--- config.mk ---
export PLATFORM = sky130hd
export DESIGN_NAME = psum_accumulator
export DESIGN_NICKNAME = d
export VERILOG_FILES = /design/src/rtl/pe_pkg.sv /design/src/rtl/psum_col_fifo.sv /design/src/rtl/psum_accumulator.sv
export SDC_FILE = /design/constraint.sdc
export NUM_CORES = 2
export LEC_CHECK = 0
export BUFFER_PORTS_ARGS = -buffer_cell sky130_fd_sc_hd__clkbuf_2
export CAP_MARGIN = 40
export CORE_MARGIN = 5
export CORE_UTILIZATION = 30
export DETAILED_ROUTE_END_ITERATION = 7
export GPL_ROUTABILITY_DRIVEN = 1
export HOLD_SLACK_MARGIN = 0.03
export MAX_ROUTING_LAYER = met4
export PLACE_DENSITY = 0.49
export SETUP_SLACK_MARGIN = 0.02
export SLEW_MARGIN = 10
export SYNTH_ARGS = -nofsm -noshare
export SYNTH_HDL_FRONTEND = slang
export SYNTH_SLANG_ARGS = --single-unit
--- constraint.sdc ---
create_clock -name clk_i -period 5.65 [get_ports clk_i]
set_clock_uncertainty 0.15 [all_clocks]
set_input_delay 0.565 -clock clk_i [delete_from_list [all_inputs] [get_ports clk_i]]
set_output_delay 0.565 -clock clk_i [all_outputs]
set_load 0.005 [all_outputs]
--- src/rtl/pe_pkg.sv ---
// Shared fixed-point definitions for the psum datapath: word width, signed data type,
// saturating add and ReLU.
package pe_pkg;

  localparam int TOP_BITS = 2;
  localparam int BOT_BITS = 14;
  localparam int DW       = TOP_BITS + BOT_BITS;

  typedef logic signed [DW-1:0] data_t;

  localparam data_t DATA_MAX = data_t'({1'b0, {(DW-1){1'b1}}});
  localparam data_t DATA_MIN = data_t'({1'b1, {(DW-1){1'b0}}});

  // One guard bit is enough: disagreement between the top two bits of the sum means overflow.
  function automatic data_t sat_add(input data_t a, input data_t b);
    logic [DW:0] s;
    s = {a[DW-1], a} + {b[DW-1], b};
    if (s[DW] != s[DW-1]) return s[DW] ? DATA_MIN : DATA_MAX;
    return data_t'(s[DW-1:0]);
  endfunction

  function automatic data_t relu(input data_t a);
    return a[DW-1] ? data_t'('0) : a;
  endfunction

endpackage

--- src/rtl/psum_col_fifo.sv ---
// Per-column synchronous FIFO holding finished pixels. A pop frees a slot in the same cycle,
// so a push into a full FIFO that is also being popped is accepted.
module psum_col_fifo #(
  parameter int WIDTH = 21,
  parameter int DEPTH = 8
) (
  input  logic             clk,
  input  logic             rst,
  input  logic             clr,
  input  logic             push,
  input  logic             pop,
  input  logic [WIDTH-1:0] wdata,
  output logic [WIDTH-1:0] rdata,
  output logic             full,
  output logic             empty
);

  localparam int AW = $clog2(DEPTH);

  logic [WIDTH-1:0] mem [DEPTH];
  logic [AW:0]      wr_ptr;
  logic [AW:0]      rd_ptr;
  logic             do_push;
  logic             do_pop;

  assign empty   = (wr_ptr == rd_ptr);
  assign full    = (wr_ptr[AW] != rd_ptr[AW]) && (wr_ptr[AW-1:0] == rd_ptr[AW-1:0]);
  assign do_pop  = pop & ~empty;
  assign do_push = push & (~full | do_pop);
  assign rdata   = mem[rd_ptr[AW-1:0]];

  // NOTE: sequential state uses non-blocking assignments so every register samples pre-edge values.
  always_ff @(posedge clk or posedge rst) begin
    if (rst) begin
      wr_ptr <= '0;
      rd_ptr <= '0;
    end else if (clr) begin
      wr_ptr <= '0;
      rd_ptr <= '0;
    end else begin
      wr_ptr <= wr_ptr + (AW+1)'(do_push);
      rd_ptr <= rd_ptr + (AW+1)'(do_pop);
    end
  end

  // NOTE: storage arrays carry no reset; the pointers alone define which entries are valid.
  always_ff @(posedge clk) begin
    if (do_push) mem[wr_ptr[AW-1:0]] <= wdata;
  end

endmodule

--- src/rtl/psum_accumulator.sv ---
// Accumulates G_NUM_PASSES psum rows per PE column into local row buffers, queues finished
// pixels per column and drains them round-robin as one tagged valid/ready stream.
module psum_accumulator
  import pe_pkg::*;
#(
  parameter int G_ARRAY_WIDTH = 4,
  parameter int G_TOP_BITS    = 2,
  parameter int G_BOT_BITS    = 14,
  parameter int G_IMAGE_WIDTH = 28,
  parameter int G_KERNEL_SIZE = 5,
  parameter int G_NUM_PASSES  = 3,
  parameter int G_FIFO_DEPTH  = 8,
  parameter int G_RELU        = 1,
  localparam int DW_P    = G_TOP_BITS + G_BOT_BITS,
  localparam int OFMAP_W = G_IMAGE_WIDTH - G_KERNEL_SIZE + 1,
  localparam int COL_W   = (G_ARRAY_WIDTH > 1) ? $clog2(G_ARRAY_WIDTH) : 1,
  localparam int PX_W    = (OFMAP_W > 1) ? $clog2(OFMAP_W) : 1
) (
  input  logic                      clk_i,
  input  logic                      rst_i,
  input  logic                      clr_i,
  input  logic [G_ARRAY_WIDTH-1:0]  psum_vld_i,
  input  logic [G_ARRAY_WIDTH*DW_P-1:0] psum_i,
  output logic                      out_vld_o,
  input  logic                      out_rdy_i,
  output logic [DW_P-1:0]           out_data_o,
  output logic [COL_W-1:0]          out_col_o,
  output logic [PX_W-1:0]           out_px_o,
  output logic [G_ARRAY_WIDTH-1:0]  row_done_o,
  output logic                      ovf_o
);

  localparam int PASS_W = (G_NUM_PASSES > 1) ? $clog2(G_NUM_PASSES) : 1;
  localparam int FW     = DW_P + PX_W;

  logic [G_ARRAY_WIDTH-1:0] fifo_push;
  logic [G_ARRAY_WIDTH-1:0] fifo_pop;
  logic [G_ARRAY_WIDTH-1:0] fifo_full;
  logic [G_ARRAY_WIDTH-1:0] fifo_empty;
  logic [G_ARRAY_WIDTH-1:0] row_done;
  logic [FW-1:0]            fifo_word [G_ARRAY_WIDTH];

  logic                     grant_vld;
  logic [COL_W-1:0]         grant_col;
  logic [FW-1:0]            grant_word;
  logic [COL_W-1:0]         last_col;
  logic                     advance;

  logic                     out_vld_q;
  logic [DW_P-1:0]          out_data_q;
  logic [COL_W-1:0]         out_col_q;
  logic [PX_W-1:0]          out_px_q;
  logic                     ovf_q;

  for (genvar c = 0; c < G_ARRAY_WIDTH; c++) begin : g_col
    logic [PX_W-1:0]   px_cnt;
    logic [PASS_W-1:0] pass_cnt;
    logic              done_q;
    data_t             acc [OFMAP_W];
    data_t             psum;
    data_t             sum;
    data_t             res;
    logic              last_px;
    logic              last_pass;

    assign psum      = data_t'(psum_i[c*DW_P +: DW_P]);
    assign last_px   = (px_cnt == PX_W'(OFMAP_W - 1));
    assign last_pass = (pass_cnt == PASS_W'(G_NUM_PASSES - 1));
    assign sum       = (G_NUM_PASSES == 1) ? psum : sat_add(acc[px_cnt], psum);
    assign res       = (G_RELU != 0) ? relu(sum) : sum;

    assign fifo_push[c] = psum_vld_i[c] & last_pass & ~clr_i;
    assign fifo_pop[c]  = advance & grant_vld & (grant_col == COL_W'(c)) & ~clr_i;
    assign row_done[c]  = done_q;

    always_ff @(posedge clk_i or posedge rst_i) begin
      if (rst_i) begin
        px_cnt   <= '0;
        pass_cnt <= '0;
        done_q   <= 1'b0;
      end else if (clr_i) begin
        px_cnt   <= '0;
        pass_cnt <= '0;
        done_q   <= 1'b0;
      end else begin
        done_q <= psum_vld_i[c] & last_pass & last_px;
        if (psum_vld_i[c]) begin
          if (last_px) begin
            px_cnt   <= '0;
            pass_cnt <= last_pass ? '0 : pass_cnt + 1'b1;
          end else begin
            px_cnt <= px_cnt + 1'b1;
          end
        end
      end
    end

    // The first pass overwrites, so stale contents after reset or clear are never summed.
    always_ff @(posedge clk_i) begin
      if (psum_vld_i[c] && !clr_i && !last_pass)
        acc[px_cnt] <= (pass_cnt == '0) ? psum : sum;
    end

    psum_col_fifo #(
      .WIDTH (FW),
      .DEPTH (G_FIFO_DEPTH)
    ) u_fifo (
      .clk   (clk_i),
      .rst   (rst_i),
      .clr   (clr_i),
      .push  (fifo_push[c]),
      .pop   (fifo_pop[c]),
      .wdata ({res, px_cnt}),
      .rdata (fifo_word[c]),
      .full  (fifo_full[c]),
      .empty (fifo_empty[c])
    );
  end

  // NOTE: every output of a combinational block gets a default first so no latch is inferred.
  always_comb begin : p_arb
    int idx;
    grant_vld = 1'b0;
    grant_col = '0;
    idx       = 0;
    for (int i = 1; i <= G_ARRAY_WIDTH; i++) begin
      idx = (int'(last_col) + i) % G_ARRAY_WIDTH;
      if (!grant_vld && !fifo_empty[COL_W'(idx)]) begin
        grant_vld = 1'b1;
        grant_col = COL_W'(idx);
      end
    end
  end

  assign grant_word = fifo_word[grant_col];
  assign advance    = ~out_vld_q | out_rdy_i;

  always_ff @(posedge clk_i or posedge rst_i) begin
    if (rst_i) begin
      out_vld_q  <= 1'b0;
      out_data_q <= '0;
      out_col_q  <= '0;
      out_px_q   <= '0;
      last_col   <= COL_W'(G_ARRAY_WIDTH - 1);
      ovf_q      <= 1'b0;
    end else if (clr_i) begin
      out_vld_q  <= 1'b0;
      last_col   <= COL_W'(G_ARRAY_WIDTH - 1);
      ovf_q      <= 1'b0;
    end else begin
      ovf_q <= ovf_q | (|(fifo_push & fifo_full & ~fifo_pop));
      if (advance) begin
        out_vld_q <= grant_vld;
        if (grant_vld) begin
          out_data_q <= grant_word[FW-1:PX_W];
          out_px_q   <= grant_word[PX_W-1:0];
          out_col_q  <= grant_col;
          last_col   <= grant_col;
        end
      end
    end
  end

  assign out_vld_o  = out_vld_q;
  assign out_data_o = out_data_q;
  assign out_col_o  = out_col_q;
  assign out_px_o   = out_px_q;
  assign row_done_o = row_done;
  assign ovf_o      = ovf_q;

endmodule

==> run metrics <==
status=finished, final reports clean; gr ovfl total=0; Startpoint Class=flop; routed via count=between 40,000 and 50,000; slowest stage cell, crit path=dfrtp_4; worst slew pin tran=approximately 0.94 ns; vias in the first global route=about 50,000; sequential power share=50.5%; Post-Route Utilization=35.5%; ys flop type=edfxtp_1; core area=a little over 300,000 sq um; Simple-Gate Fraction of Synth Area=~4.1%; reg2reg start=g_col[2].px_cnt[0]; GPL Wtd Cong=0.841; Max Freq=189 MHz; internal power=~29 mW; commonest non-fill, non-tap cell in the layout=edfxtp_1; NetSw=around 8.6 mW; CTS clk-pin slew, worst paths=0.06 ns; adder-cell area share of the yosys netlist=1.44%; Final period util=93.7%; XOR/XNOR share of the synthesized area=less than 1%; Worst Path Required=6.09 ns; hold crit path type=in2reg; Yosys reg bits=approximately 2,300; initial antenna violation count=10; CP endpoint kind=flop; initial core utilization=30.1%; synth top area cells=edfxtp_1 71%, mux4_2 13%, dfrtp_1 2.4%; worst skew pair latency=0.95 ns; nets=~5,400; commonest cells after routing, fill and taps aside=2,176 x edfxtp_1, 544 x mux4_2, 315 x buf_4, 248 x clkbuf_16, 209 x nand2_1; post-route minimum period=5.29 ns; setup violators final=0; ratio of cells with drive above 1 in the final layout=about 29%; Switching Share=22.8%; Root Driver=clkbuf_16; # rows=203; RSZ-0062 raised after global routing=false; pwr/cell area=347 nW/um^2; largest net degree at the start of global routing=52; maxcap violations=0; hold violation total from the final report=0; CP Cell Sequence=buf_4 -> mux4_2 -> mux2_2 -> nand2_1 -> and4_1 -> inv_1 -> ha_1 -> a211o_1 -> a211oi_1 -> o21bai_1 -> nand3_1 -> nor4b_2 -> nand2_1 -> nand2_1 -> a22oi_1 -> buf_4; complex-gate fraction of the synthesized area=3.90%; met3 routed WL=between 10 and 15 mm; first-pass GRT wire length=351 mm; H-tree lvl count=4; Seq/Total Area, Yosys=73.6%; Synth cell types=78; Synth Warn #=0; largest family of logic cells by synthesized area=multiplexers; DRT Pass-1 Iters=7; reg2reg path depth=16; WS Path Type=reg2reg; Pleak=about 34 nW; Gate power share=about 8.5%; M1 WL=around 110 mm; I/O Buffers=99; Syn Nets=4,948; area share of the largest cell type after synthesis=71.1%; Clock Sinks=2,266; Die H=between 500 and 600 um; Netlist Area Pre-Place=91,800 sq um; drt drc=0; share of synthesized flip-flops with an asynchronous set or reset=3.97%; Worst Setup SP=g_col[2].px_cnt[0]; area post-placement=approximately 100,000 sq um; met2 wire length=between 100 and 150 mm; Rel. slew slack=37.5%; cell taking the most area after synthesis=edfxtp_1; area delta synth->final=18.0%; die width=563 um; critical path endpoint=g_col[2].acc[0][14]; top sig layer=met4; multiplexer area fraction after synthesis=14.8%; Max clock buf depth=4; share of total power in the clock network=41.0%; worst vdd ir=about 0.25 mV; slowest stage delay, CP=roughly 0.60 ns; die area=about 320,000 sq um; final WL=~240 mm; worst reg-to-reg setup slack=approximately 0.36 ns; Antenna Violating Nets Remaining=0; CTS tree=built; r2r endpoint=g_col[2].acc[0][14]; Post-Syn Instances=4,776; cell area after layout=around 110,000 sq um; initial drt markers=4,015; CP dominant cell by count=nand2_1; GR Util All Layers=15.5%; number of synthesized flops with an enable pin=approximately 2,200; drt via density=4.93; HPWL Detailed=between 150 and 200 mm; fin. max-slew vios=0; maximum fanout along the worst path=20; CTS Buf Count=244; mean post-synth cell area=19.2 sq um; data arrival time of the critical path=5.73 ns; IO Count=101; mean routed wirelength per cell=25.5 um
[worst min path at each step]
stage / start / endpoint / slack (ns) / depth (start not counted)
3_5_place_dp: out_data_o[7] / out_data_o[7] / 0.32 / 2
3_3_place_gp: out_data_o[14] / out_data_o[14] / 0.32 / 2
5_1_grt: psum_i[32] / g_col[2].acc[20][0] / 0.09 / 4
6_report: psum_i[35] / g_col[2].acc[4][3] / 0.13 / 4
4_1_cts: psum_i[35] / g_col[2].acc[11][3] / 0.05 / 4
2_1_floorplan: out_col_o[0] / out_col_o[0] / 0.32 / 2
[stage by stage]
stage | power, mW | hold slack, ns | worst slack [ns] | std cells | setup TNS (ns)
CTS | 38.0 | 0.0482 | 0.130 | 9531 | 0
detailed placement | 22.5 | 0.321 | 0.177 | 9085 | 0
finish | 37.5 | 0.135 | 0.357 | 9540 | 0
global route | 38.9 | 0.0939 | 0.0265 | 9536 | 0
floorplan | 21.0 | 0.323 | -0.128 | 4776 | -6.15
global placement | 22.5 | 0.319 | 0.206 | 9052 | 0
[sequential cells by signal, summed over array words and instances, names as in the netlist]
name,count
g_col.acc,1536
g_col.done_q,4
g_col.pass_cnt,8
g_col.px_cnt,20
g_col.u_fifo.mem,640
g_col.u_fifo.rd_ptr,16
g_col.u_fifo.wr_ptr,16
last_col,2
out_col_o,2
out_data_o,15
out_px_o,5
out_vld_o,1
ovf_o,1
[timing repair]
action	4_1_cts	5_1_grt
setup buffers	0	2
hold endpoints to repair	83	0
resized for setup	0	7
hold buffers	8	0
endpoints found under the setup margin	0	352
[logic make-up (layout without fill, tap and decap cells)]
family / Yosys count / after routing
AO/OA/AOI/OAI: 545 / 545
other: 1 / 8
multiplexers: 673 / 673
adder cells (fa/ha/maj): 104 / 104
flip-flops: 2266 / 2266
buffers and inverters: 294 / 951
XOR/XNOR: 88 / 88
AND/OR/NAND/NOR: 805 / 805
[routing by layer]
layer / track usage, % / vias to the layer above
met4: 4.59 / 0
met1: 20.8 / 25100
li1: - / 20400
met3: 2.47 / 389
met5: - / -
met2: 24.4 / 1116
[worst max-delay path, delay by kind of cell (launching register included)]
kind,cells,cell delay (ns)
AO/OA/AOI/OAI,4,1.02
adder cells (fa/ha/maj),1,0.29
buffers and inverters,3,0.71
flip-flops,1,0.60
multiplexers,2,0.84
AND/OR/NAND/NOR,6,1.39
[synth_stat cells, drive strengths merged, types with 16 or more instances]
library cell	count
clkbuf	169
o21ai	85
nor3	41
inv	40
nand2b	30
a21oi	154
nand3	94
nand2	209
edfxtp	2176
xor2	36
ha	96
mux2i	58
dfrtp	88
a21o	16
o21a	18
nor2b	81
mux2	71
xnor2	52
a211oi	55
mux4	544
nor2	269
a22oi	132
buf	85
[area by class of cell]
class                   count  area [sq um]
flip-flops and latches   2266         67600
well taps                4100          5130
clock buffers             294          6400
diodes                      7          17.5
fillers                 28600        197000
inverters                  40           155
multi-input cells        2216         23700
repair buffers            473          4080
clock inverters           144          1240
[power groups by stage]
stage                     Sequential (mW)  Clock, mW  Combinational [mW]
after global placement               19.3          0                3.15
after global routing                 19.0       16.5                3.46
after detailed placement             19.3          0                3.20
after floorplan                      19.3          0                1.76
final                                19.0       15.4                3.18
after CTS                            19.0       15.8                3.22
No activity file was read; power rests on OpenSTA's default activity.
